==> src/rtl/bin2bcd_seq_pkg.sv <==
// Shared constants, FSM state type and an elaboration-time helper for the
// iterative binary-to-BCD converter.
package bin2bcd_seq_pkg;

  localparam int unsigned BCD_DIGIT_W = 4;  // bits per BCD digit
  localparam int unsigned ADJ_THRESH  = 5;  // digits at or above this get corrected
  localparam int unsigned ADJ_CORR    = 3;  // double-dabble correction value

  typedef enum logic [0:0] {
    IDLE = 1'b0,
    CONV = 1'b1
  } state_e;

  // 10**n as a wide constant, used only to validate parameters at elaboration.
  function automatic logic [127:0] pow10(input int unsigned n);
    logic [127:0] r;
    r = 128'(1);
    for (int unsigned i = 0; i < n; i++) begin
      r = r * 128'(10);
    end
    return r;
  endfunction

endpackage

==> src/rtl/bin2bcd_seq_if.sv <==
// Start/busy/done handshake bundle between a requester and bin2bcd_seq.
// Signals: start, bin (requester -> converter); busy, done, bcd, lead_zero
// (converter -> requester). master = requester side, slave = converter side.
interface bin2bcd_seq_if
  import bin2bcd_seq_pkg::*;
#(
  parameter int unsigned BIN_W  = 20,
  parameter int unsigned DIGITS = 7
) ();

  logic                          start;
  logic [BIN_W-1:0]              bin;
  logic                          busy;
  logic                          done;
  logic [BCD_DIGIT_W*DIGITS-1:0] bcd;
  logic [DIGITS-1:0]             lead_zero;

  modport master (
    output start,
    output bin,
    input  busy,
    input  done,
    input  bcd,
    input  lead_zero
  );

  modport slave (
    input  start,
    input  bin,
    output busy,
    output done,
    output bcd,
    output lead_zero
  );

endinterface

==> src/rtl/bin2bcd_seq_bcd_digit_adj.sv <==
// Combinational double-dabble cell: adds 3 to a BCD digit that is >= 5 so the
// following left shift carries correctly into the next decimal digit.
// Ports: digit_i (4-bit scratch digit), adj_c_o (corrected digit, no carry out).
module bcd_digit_adj
  import bin2bcd_seq_pkg::*;
(
  input  logic [BCD_DIGIT_W-1:0] digit_i,
  output logic [BCD_DIGIT_W-1:0] adj_c_o
);

  always_comb begin
    adj_c_o = digit_i;
    if (digit_i >= BCD_DIGIT_W'(ADJ_THRESH)) begin
      adj_c_o = digit_i + BCD_DIGIT_W'(ADJ_CORR);
    end
  end

endmodule

==> src/rtl/bin2bcd_seq.sv <==
// Iterative shift-add-3 converter from an unsigned binary value to packed BCD
// digits, one bit per clock. Ports: clk, rst_n (synchronous, active-low) and
// the slave side of bin2bcd_seq_if (start/bin in, busy/done/bcd/lead_zero out).
// bcd and lead_zero hold their value between done pulses.
module bin2bcd_seq
  import bin2bcd_seq_pkg::*;
#(
  parameter int unsigned BIN_W  = 20,
  parameter int unsigned DIGITS = 7
) (
  input  logic          clk,
  input  logic          rst_n,
  bin2bcd_seq_if.slave  bus
);

  localparam int unsigned SCR_W = BCD_DIGIT_W * DIGITS;
  localparam int unsigned CNT_W = $clog2(BIN_W + 1);
  localparam logic [CNT_W-1:0]  CNT_LAST = CNT_W'(BIN_W - 1);
  localparam logic [DIGITS-1:0] LZ_RST   = {{(DIGITS-1){1'b1}}, 1'b0};
  localparam logic [127:0]      BIN_MAX  = (128'(1) << BIN_W) - 128'(1);

  // Refuse to elaborate if DIGITS cannot hold the largest input value.
  if (pow10(DIGITS) <= BIN_MAX) begin : g_param_err
    $error("bin2bcd_seq: DIGITS too small for BIN_W");
  end

  state_e             state_q, state_d;
  logic [CNT_W-1:0]   cnt_q,   cnt_d;
  logic [BIN_W-1:0]   sh_q,    sh_d;
  logic [SCR_W-1:0]   scr_q,   scr_d;
  logic               busy_q,  busy_d;
  logic               done_q,  done_d;
  logic [SCR_W-1:0]   bcd_q,   bcd_d;
  logic [DIGITS-1:0]  lz_q,    lz_d;

  logic [SCR_W-1:0]   scr_adj;
  logic [SCR_W-1:0]   scr_shift;
  logic [DIGITS-1:0]  lz_calc;

  // Per-digit add-3 correction of the current scratch value.
  for (genvar g = 0; g < DIGITS; g++) begin : g_adj
    bcd_digit_adj u_adj (
      .digit_i (scr_q  [BCD_DIGIT_W*g +: BCD_DIGIT_W]),
      .adj_c_o (scr_adj[BCD_DIGIT_W*g +: BCD_DIGIT_W])
    );
  end

  // Corrected scratch shifted left with the next binary bit entering at bit 0.
  assign scr_shift = {scr_adj[SCR_W-2:0], sh_q[BIN_W-1]};

  // Leading-zero flags of the post-iteration value; digit 0 is never blanked.
  always_comb begin
    logic all_zero;
    lz_calc  = '0;
    all_zero = 1'b1;
    for (int i = DIGITS - 1; i >= 1; i--) begin
      if (scr_shift[BCD_DIGIT_W*i +: BCD_DIGIT_W] != '0) begin
        all_zero = 1'b0;
      end
      lz_calc[i] = all_zero;
    end
  end

  // State and datapath registers.
  always_ff @(posedge clk) begin
    if (!rst_n) begin
      state_q <= IDLE;
      cnt_q   <= '0;
      sh_q    <= '0;
      scr_q   <= '0;
      busy_q  <= 1'b0;
      done_q  <= 1'b0;
      bcd_q   <= '0;
      lz_q    <= LZ_RST;
    end else begin
      state_q <= state_d;
      cnt_q   <= cnt_d;
      sh_q    <= sh_d;
      scr_q   <= scr_d;
      busy_q  <= busy_d;
      done_q  <= done_d;
      bcd_q   <= bcd_d;
      lz_q    <= lz_d;
    end
  end

  // Next-state and output logic.
  always_comb begin
    state_d = state_q;
    cnt_d   = cnt_q;
    sh_d    = sh_q;
    scr_d   = scr_q;
    busy_d  = busy_q;
    done_d  = 1'b0;
    bcd_d   = bcd_q;
    lz_d    = lz_q;

    unique case (state_q)
      IDLE: begin
        if (bus.start) begin
          sh_d    = bus.bin;
          scr_d   = '0;
          cnt_d   = '0;
          busy_d  = 1'b1;
          state_d = CONV;
        end
      end
      CONV: begin
        scr_d = scr_shift;
        sh_d  = sh_q << 1;
        cnt_d = cnt_q + CNT_W'(1);
        // The last iteration's result goes straight to the outputs.
        if (cnt_q == CNT_LAST) begin
          cnt_d   = '0;
          busy_d  = 1'b0;
          done_d  = 1'b1;
          bcd_d   = scr_shift;
          lz_d    = lz_calc;
          state_d = IDLE;
        end
      end
      default: begin
        state_d = IDLE;
      end
    endcase
  end

  assign bus.busy      = busy_q;
  assign bus.done      = done_q;
  assign bus.bcd       = bcd_q;
  assign bus.lead_zero = lz_q;

endmodule

==> src/flat_wrapper.sv <==
// flat-port wrapper written by rule: the top's interface ports become plain ports
module bin2bcd_seq_flat import bin2bcd_seq_pkg::*;
#(
  parameter int unsigned BIN_W  = 20,
  parameter int unsigned DIGITS = 7
)
  (clk, rst_n, bus_start, bus_bin, bus_busy, bus_done, bus_bcd, bus_lead_zero);
  bin2bcd_seq_if #(.BIN_W(BIN_W), .DIGITS(DIGITS)) bus_i ();
  input  logic clk;
  input  logic rst_n;
  input wire logic [$bits(bus_i.start)-1:0] bus_start;
  input wire logic [$bits(bus_i.bin)-1:0] bus_bin;
  output wire logic [$bits(bus_i.busy)-1:0] bus_busy;
  output wire logic [$bits(bus_i.done)-1:0] bus_done;
  output wire logic [$bits(bus_i.bcd)-1:0] bus_bcd;
  output wire logic [$bits(bus_i.lead_zero)-1:0] bus_lead_zero;
  assign bus_i.start = bus_start;
  assign bus_i.bin = bus_bin;
  assign bus_busy = bus_i.busy;
  assign bus_done = bus_i.done;
  assign bus_bcd = bus_i.bcd;
  assign bus_lead_zero = bus_i.lead_zero;
  bin2bcd_seq #(.BIN_W(BIN_W), .DIGITS(DIGITS)) u_core (.clk(clk), .rst_n(rst_n), .bus(bus_i));
endmodule
==> config.mk <==
export PLATFORM = sky130hd
export DESIGN_NAME = bin2bcd_seq_flat
export DESIGN_NICKNAME = d
export VERILOG_FILES = /design/src/rtl/bin2bcd_seq_pkg.sv /design/src/rtl/bin2bcd_seq_if.sv /design/src/rtl/bin2bcd_seq_bcd_digit_adj.sv /design/src/rtl/bin2bcd_seq.sv /design/src/flat_wrapper.sv
export SDC_FILE = /design/constraint.sdc
export NUM_CORES = 1
export LEC_CHECK = 0
export BUFFER_PORTS_ARGS = -buffer_cell sky130_fd_sc_hd__buf_2
export CAP_MARGIN = 25
export CORE_UTILIZATION = 35
export CTS_CLUSTER_DIAMETER = 30
export DETAILED_ROUTE_END_ITERATION = 8
export REMOVE_ABC_BUFFERS = 1
export SLEW_MARGIN = 25
export SYNTH_ARGS = -nofsm -noshare
export SYNTH_HDL_FRONTEND = slang
export SYNTH_SLANG_ARGS = --single-unit
==> constraint.sdc <==
create_clock -name clk -period 2.6 [get_ports clk]
set_input_delay 0.13 -clock clk [delete_from_list [all_inputs] [get_ports clk]]
set_output_delay 0.13 -clock clk [all_outputs]
set_load 0.1 [all_outputs]
# == Word level (Yosys, flattened, before mapping) ==
# Cells that the tools add are included.
# classes
addsub,8
n_mul,0
eq_ne,3
reduce_logical,9
bitwise,1
n_mux,27
order_cmp,7
div_mod_pow,0
n_shift,0
# op_table
operator,count
case mux 28 bit (2 select lines),1
case mux 20 bit (2 select lines),1
"greater-or-equal comparator 4 x 3 -> 1 bit, second input constant",7
two-way mux 28 bit,1
"adder 4 x 2 -> 4 bit, second input constant",6
two-way mux 4 bit,6
nonzero test 4 bit,6
two-way mux 20 bit,1
two-way mux 1 bit,11
two-way mux 5 bit,2
case mux 5 bit (2 select lines),1
AND reduction 2 bit,3
"adder 5 x 1 -> 5 bit, second input constant",1
"== test 5 bit, second input constant",1
"!= test 2 bit, second input constant",2
case mux 1 bit (2 select lines),2
"adder 3 x 2 -> 3 bit, second input constant",1
two-way mux 3 bit,1
NOT 1 bit,1
# word_totals
out_inout_bits,37
regBits,90
elab_cells,63
latchBits,0
ram_bits,0
n_memories,0
inputBits,23
romBits,0

# == Longest topological paths before layout ==
# Gate-level depths: netlist (run 1).
# depth
ltp_word,9
ltp_mapped,8
depth_no_buf,8

# == Modules after synthesis ==
# A second synthesis (run 1) with hierarchy kept.
# hier_totals
cells_unflattened,522
hier_area_um2,4435.5
# by_module_without_submodules
mod,area_each_um2,cells_each,seq_area_each_um2,n_inst
bin2bcd_seq,3726.1,410,1801.7,1
bcd_digit_adj,101.3,16,0.0,7

# == Worst setup path after synthesis (run 1) ==
# No wires, ideal clock.
# synth_timing
path_kind,reg2reg
start,register u_core.scr_q[20]
end,register u_core.lz_q[1] (netlist: u_core.bus.lead_zero[1])
t_required_ps,2516
period_less_slack_ps,1923
path_stages_with_launch,9
path_buffers,0
path_slack_ps,677
arrival_ps,1838
setup_ps,84
path_cell_list,dfxtp_1 -> inv_1 -> ha_1 -> nand2b_1 -> a21oi_2 -> nand3b_1 -> a2111oi_4 -> nand2_2 -> o31ai_2
# synth_via
elab_chain_cells,9
word_cells_on_any_way,11
cone_classes,add/sub: 1; order compare: 1; mux: 7; reduce/logical: 2
# synth_rtl
element,line_no,text
start: declaration,bin2bcd_seq.sv:30,"logic [SCR_W-1:0] scr_q, scr_d;"
start signal: assignment,bin2bcd_seq.sv:79,scr_q <= scr_d;
adder 4 x 2 -> 4 bit / greater-or-equal comparator 4 x 3 -> 1 bit (equally long branches),"bin2bcd_seq_bcd_digit_adj.sv:14, bin2bcd_seq_bcd_digit_adj.sv:13",
two-way mux 4 bit *,bin2bcd_seq_bcd_digit_adj.sv:13,if (digit_i >= BCD_DIGIT_W'(ADJ_THRESH)) begin
nonzero test 4 bit,bin2bcd_seq.sv:57,if (scr_shift[BCD_DIGIT_W*i +: BCD_DIGIT_W] != '0) begin
two-way mux 1 bit,bin2bcd_seq.sv:57,
two-way mux 1 bit * (5 in series),bin2bcd_seq.sv:57,
end signal: assignment,bin2bcd_seq.sv:83,lz_q <= lz_d;
end: declaration,bin2bcd_seq.sv:34,"logic [DIGITS-1:0] lz_q, lz_d;"
# Every way passes the cells marked *; elsewhere a longest branch is shown, timed or not.
# A chain may end at the register's enable or synchronous reset.

# == Worst setup path in the final report (run 1) ==
# Ends and elaborated chain as after synthesis.

==> results of run 1 <==
[logic make-up (layout without fill, tap and decap cells)]
logic type | Yosys count | count (layout)
simple gates | 214 | 214
compound gates | 121 | 121
flops | 90 | 90
buf+inv | 51 | 98
mux | 29 | 29
fa+ha+maj | 15 | 15
xor+xnor | 8 | 8
other cells | 1 | 1
[cells in the mapped netlist (all sizes together) (9+ instances only)]
cell type,count
ha,15
nand2,80
o211a,10
nor2b,29
mux2i,29
a21boi,24
inv,15
a21oi,36
nor3b,29
nand3,13
clkbuf,28
nand2b,9
and2,21
nor3,15
dfxtp,90
o21ai,36
[worst paths after layout]
| path | slack [ps] | start | end |
|---|---|---|---|
| worst min register to register | 450 | u_core.bus.bcd[13] | u_core.bus.bcd[13] |
| worst max-delay path | 460 | u_core.scr_q[20] | u_core.bus.lead_zero[1] |
| worst min-delay path | 140 | bus_bin[0] | u_core.sh_q[0] |
| worst max register to register | 460 | u_core.scr_q[20] | u_core.bus.lead_zero[1] |
[worst max-delay path, cell delays in order, from the launching register on]
cell and delay [ps]:
dfxtp_1 420, inv_1 120, ha_1 270, nand2b_1 120, a21oi_2 100, nand3b_1 220
a2111oi_4 440, nand2_2 130, o31ai_2 240
[where the power goes]
| part | switching, W | internal, W | leakage (nW) |
|---|---|---|---|
| clock | 0.000518 | 0.000817 | 0.152 |
| sequential | 0.0000157 | 0.00140 | 0.729 |
| combinational | 0.000106 | 0.0000714 | 1.33 |
[state kept, by name (all words and copies together) (netlist names)]
name                  count
u_core.state_q            1
u_core.bus.busy           1
u_core.bus.done           1
u_core.bus.lead_zero      6
u_core.bus.bcd           28
u_core.cnt_q              5
u_core.scr_q             28
u_core.sh_q              20
[routing by layer]
layer	wire (µm)	track usage, %
met1	4490	18.7
met2	4560	27.3
met3	354	3.92
met4	173	6.15
met5	0	0
[per-stage QoR]
step / utilization, % / instance area (µm²) / hold WS [ps] / std cells
floorplan: - / 4360 / 202 / 493
global placement: 39.5 / 4960 / 448 / 733
detailed placement: 39.5 / 4960 / 447 / 733
CTS: 41.9 / 5260 / 142 / 748
global route: 41.9 / 5260 / 154 / 748
finish: 41.9 / 5260 / 143 / 748
[final cells by class]
class                   count  area, µm²  share of cell area [%]
flip-flops and latches     90       1800                    34.3
repair buffers             68        378                    7.18
well taps                 172        215                    4.09
multi-input cells         388       2510                    47.6
inverters                  15       56.3                    1.07
clock buffers              13        270                    5.13
clock inverters             2       35.0                   0.666
==> impl_results.md, run 1 <==
* Rows at 41
* Top post-synthesis cells by area: dfxtp_1, nand2_1, mux2i_1
* Drt initial violations at 153
* Async SR Flop Fraction at 0%
* Compound-cell area share of the yosys netlist at 17.7%
* Number of diodes at 0
* Main synth FF type: dfxtp_1
* Core footprint at 12600 µm²
* Worst-skew pair later-pin latency at 340 ps
* Num CTS Buffers at 9
* Largest fanout on the critical path at 5
* CTS tree: built
* Boundary pin count at 60
* # port buffers at 58
* Pleak at 2.21 nW
* Congestion Overflow GR at 0
* # setup viols final at 0
* Clk slew on worst S/H paths at 60 ps
* Crit path DAT at 2400 ps
* Hold crit path type: in -> reg
* Leading area contributor after synthesis: dfxtp_1
* Setup TNS Final at 0 ps
* Post-Syn Area at 4510 µm²
* Max frequency at 0.467 GHz
* R2R depth at 8
* Share of post-route cells with drive strength above 1 at 16.5%
* Fillcell total at 1269
* Routed len/inst at 12.8 µm
* DRC viols at 0
* Die area at 13300 µm²
* Die extent in y at 116 µm
* Clock Skew at 5.48 ps
* Slew margin rel. at 57.8%
* Slew Limit Fails at 0
* Max Cap Viol at 0
* TritonRoute pass-1 iters at 4
* CTS Hold Buffers Added at 0
* Antenna violations before repair at 0
* RePlAce Congestion at 0.810
* Vias per cell at 4.86
* PostCTS Resize Cnt at 0
* Critical Path RT at 2860 ps
* XOR/XNOR Fraction of Synth Area at 1.55%
* Startpoint types: flip-flop
* Post-CTS Setup Repair Bufs at 0
* Mean Syn Cell Area at 8.53 µm²
* Fraction of the mapped netlist area in adder cells at 4.16%
* H-tree depth at 3
* Final hold vios at 0
* Vias in the first global route at 3591
* RSZ-0062 raised after global routing: false
* Worst Slack Setup Final at 459 ps
* Final wirelength at 9580 µm
* CTS Buffer Depth at 2
* Clock Sinks at 90
* Commonest non-fill, non-tap cell in the layout: dfxtp_1
* Post-synthesis mux area share at 6.44%
* Initial Utilization at 35.9%
* Total Power at 0.00293 W
* DP Worst Slack at 492 ps
* Seq cells post-synth at 90
* YS warnings at 0
* Synth Area in Simple Gates at 25.6%
* Chip Width at 116 µm
* Crit. End Element: flip-flop
* DRT antenna net count at 0
* Mapped Cells at 529
* Via count at 3633
* First-pass GRT wire length at 16500 µm
* Final period utilization at 82.3%
* Final nets at 610
* Hpwl dp at 6620 µm
* Synth top area share at 39.9%
* Main combinational cell family by area after synthesis: simple AND/OR/NAND/NOR gates
* PD cells at 557 nW/µm²
* Post-route minimum period at 2140 ps
* P&R area growth vs syn at 16.7%
* Hold Path Stages at 3
* Commonest non-fill, non-tap cells in the layout: dfxtp_1, nand2_1, buf_2
* Worst slew pin tran at 633 ps
* EDFF count, synth at 0
* Largest net degree at the start of global routing at 51
* Root Driver: clkbuf_16
* Post-synthesis sequential area ratio at 39.9%
* Unique masters post-synth at 44
* Status: finished, final reports clean
* Crit Path Class: reg -> reg
* Peak supply drop at 351 µV
* Tot GR Track Use at 15.8%
Note: power is estimated with default switching activity, not from simulation.
==> run 2, diff against run 1 <==
--- a/config.mk
+++ b/config.mk
@@ -5,6 +5,7 @@
 export SDC_FILE = /design/constraint.sdc
 export NUM_CORES = 1
 export LEC_CHECK = 0
+export ABC_AREA = 1
 export BUFFER_PORTS_ARGS = -buffer_cell sky130_fd_sc_hd__buf_2
 export CAP_MARGIN = 25
 export CORE_UTILIZATION = 35
==> constraint.sdc (replaced) <==
create_clock -name clk -period 2.2 [get_ports clk]
set_input_delay 0.11 -clock clk [delete_from_list [all_inputs] [get_ports clk]]
set_output_delay 0.11 -clock clk [all_outputs]
set_load 0.1 [all_outputs]
==> impl_results.md, run 2 <==
* First-pass GRT wire length at 16700 µm
* Pleak at 2.25 nW
* Setup TNS Final at 0 ps
* Slowest-stage cell, CP: dfxtp_1
* CP max stage delay at 420 ps
* R2R depth at 11
* Area of the multi-input gates at 2020 µm²
* Share of post-route cells with drive strength above 1 at 18.1%
* Root Driver: clkbuf_16
* Status: complete, but fails checks
* Clock Skew at 10.3 ps
* Antenna violations before repair at 0
* Largest net degree at the start of global routing at 32
* Post-synthesis mux area share at 0%
* Post-route minimum period at 1780 ps
* GRT Max-Usage Layer: met2
* RePlAce Congestion at 0.837
* Tot GR Track Use at 16.6%
* CTS tree: built
* # setup viols final at 0
* R2R Path Start: u_core.scr_q[16]
* Core footprint at 11600 µm²
* M2 GR Usage at 27.4%
* Worst path top cell family by delay: simple AND/OR/NAND/NOR gates
* DRT antenna net count at 0
* Synth top area share at 42.7%
* Final nets at 662
* Post-synthesis sequential area ratio at 42.7%
* Drt initial violations at 195
* Number of diodes at 0
* Post-Syn Area at 4220 µm²
* Initial Utilization at 36.5%
* CTS Buffer Depth at 2
* Crit path DAT at 2060 ps
* PD cells at 714 nW/µm²
* Unique masters post-synth at 36
* Crit. End Element: flip-flop
* FF-to-FF End: u_core.bus.lead_zero[3]
* Beginning of the worst hold path: rst_n
* Startpoint types: flip-flop
* Vias in the first global route at 3620
* # port buffers at 58
* Leading area contributor after synthesis: dfxtp_1
* Final wirelength at 9890 µm
* Chip Width at 112 µm
* YS warnings at 0
* Fraction of the mapped netlist area in adder cells at 4.44%
* Top post-synthesis cells by area: dfxtp_1, nand2_1, inv_1
* DRC viols at 6
* Rows at 39
* M1 GR Usage at 20.7%
* Fin cells at 772
* RSZ-0062 raised after global routing: false
* Compound-cell area share of the yosys netlist at 16.0%
* Most instantiated library cell after synthesis: nand2_1
* Boundary pin count at 60
* Critical Path RT at 2480 ps
* Main synth FF type: dfxtp_1
* WP buf/inv at 2
* R2R Setup Slk at 420 ps
* Clk slew on worst S/H paths at 70 ps
* Failing checks: design-rule violations
* Worst-path cell chain: inv_1 -> ha_1 -> inv_1 -> nand2_1 -> nand3_2 -> o21ai_0 -> nor2_1 -> nand2_1 -> nor2_4 -> nand2_2 -> a21oi_2
* XOR/XNOR Fraction of Synth Area at 1.63%
* Commonest non-fill, non-tap cell in the layout: nand2_1
* PostCTS Resize Cnt at 0
* Routed len/inst at 12.8 µm
* P&R area growth vs syn at 17.6%
* EDFF count, synth at 0
* CTS Hold Buffers Added at 0
* Final hold vios at 0
* Hold Path Stages at 2
* TritonRoute pass-1 iters at 7
* Synth cell count leaders: nand2_1, dfxtp_1, inv_1
* Peak supply drop at 441 µV
* Mapped Cells at 572
* Seq cells post-synth at 90
* Fillcell total at 1154
* Num CTS Buffers at 9
* Clock Sinks at 90
* Synth Area in Simple Gates at 25.7%
* Congestion Overflow GR at 0
* Async SR Flop Fraction at 0%
* Die area at 12500 µm²
* Commonest non-fill, non-tap cells in the layout: nand2_1, dfxtp_1, inv_1
* Dpl cells at 756
* Main combinational cell family by area after synthesis: simple AND/OR/NAND/NOR gates
* Post-CTS Setup Repair Bufs at 0
* M3 GR Usage at 4.25%
* Max frequency at 0.563 GHz
* Vias per cell at 4.89
* Hpwl dp at 7100 µm
* Largest fanout on the critical path at 5
* Hold Path End: u_core.bus.lead_zero[4]
* H-tree depth at 3
* Final period utilization at 80.8%
* Slew Limit Fails at 0
* Die extent in y at 112 µm
* Worst-skew pair later-pin latency at 340 ps
* Max Cap Viol at 0
* FF/Latch Area at 1800 µm²
* Via count at 3774
* Mean Syn Cell Area at 7.38 µm²
* Hold crit path type: in -> reg
* Crit Path Class: reg -> reg
-- run 2: changes by cell type after synthesis, moves of 20 or more --
cell,delta
inv_1,+53
nand3_1,+30
nor3b_1,-28
and2_1,-20
nand2_1,+65
nor2_1,+24
clkbuf_1,-21
mux2i_1,-29
nor2b_1,-29
-- run 2: kinds of logic (layout without fill, tap and decap cells) --
group                      after synthesis  count (layout)
buffers and inverters                   99             156
DFF                                     90              90
other                                    1               1
and+or+nand+nor                        245             245
xor gates and xnor gates                 7               7
AOI/OAI and AO/OA                      115             115
adders and majority gates               15              15
-- run 2: how the worst max path moves through the flow --
stage | from | endpoint | slack (ps) | cells after the start
after floorplan | u_core.state_q | u_core.cnt_q[3] | 120 | 6
after global placement | u_core.scr_q[16] | u_core.bus.lead_zero[3] | 510 | 11
after detailed placement | u_core.scr_q[20] | u_core.bus.lead_zero[3] | 440 | 13
after CTS | u_core.scr_q[16] | u_core.bus.lead_zero[3] | 420 | 11
after global routing | u_core.scr_q[20] | u_core.bus.lead_zero[4] | 260 | 13
final | u_core.scr_q[16] | u_core.bus.lead_zero[3] | 420 | 11
-- run 2: area by class of cell --
class | instances | area share [%]
clock buffer | 10 | 4.81
clock inverter | 6 | 1.81
inverter | 76 | 5.74
multi-input combinational | 383 | 40.8
sequential | 90 | 36.3
tap | 143 | 3.60
timing repair buffer | 64 | 7.00
-- run 2: report_power, final --
part | total [W] | switching, W | internal [W]
Sequential | 0.00168 | 0.0000195 | 0.00166
Combinational | 0.000203 | 0.000142 | 0.0000612
Clock | 0.00167 | 0.000640 | 0.00103
-- run 2: through the flow --
stage / hold WS (ps) / cell area [µm²] / setup WS (ps) / utilization, % / power (W)
finish: 35.0 / 4970 / 423 / 43.0 / 0.00355
global route: 40.1 / 4970 / 256 / 43.0 / 0.00369
CTS: 26.6 / 4970 / 415 / 43.0 / 0.00359
detailed placement: 380 / 4640 / 438 / 40.1 / 0.00192
global placement: 384 / 4640 / 505 / 40.1 / 0.00191
floorplan: 194 / 4110 / 120 / - / 0.00183
-- run 2: layer usage --
metal / routed length, µm / up-vias
met4: 209 / 0
met2: 4520 / 89
met5: 0 / -
li1: - / 1949
met1: 4570 / 1719
met3: 588 / 17
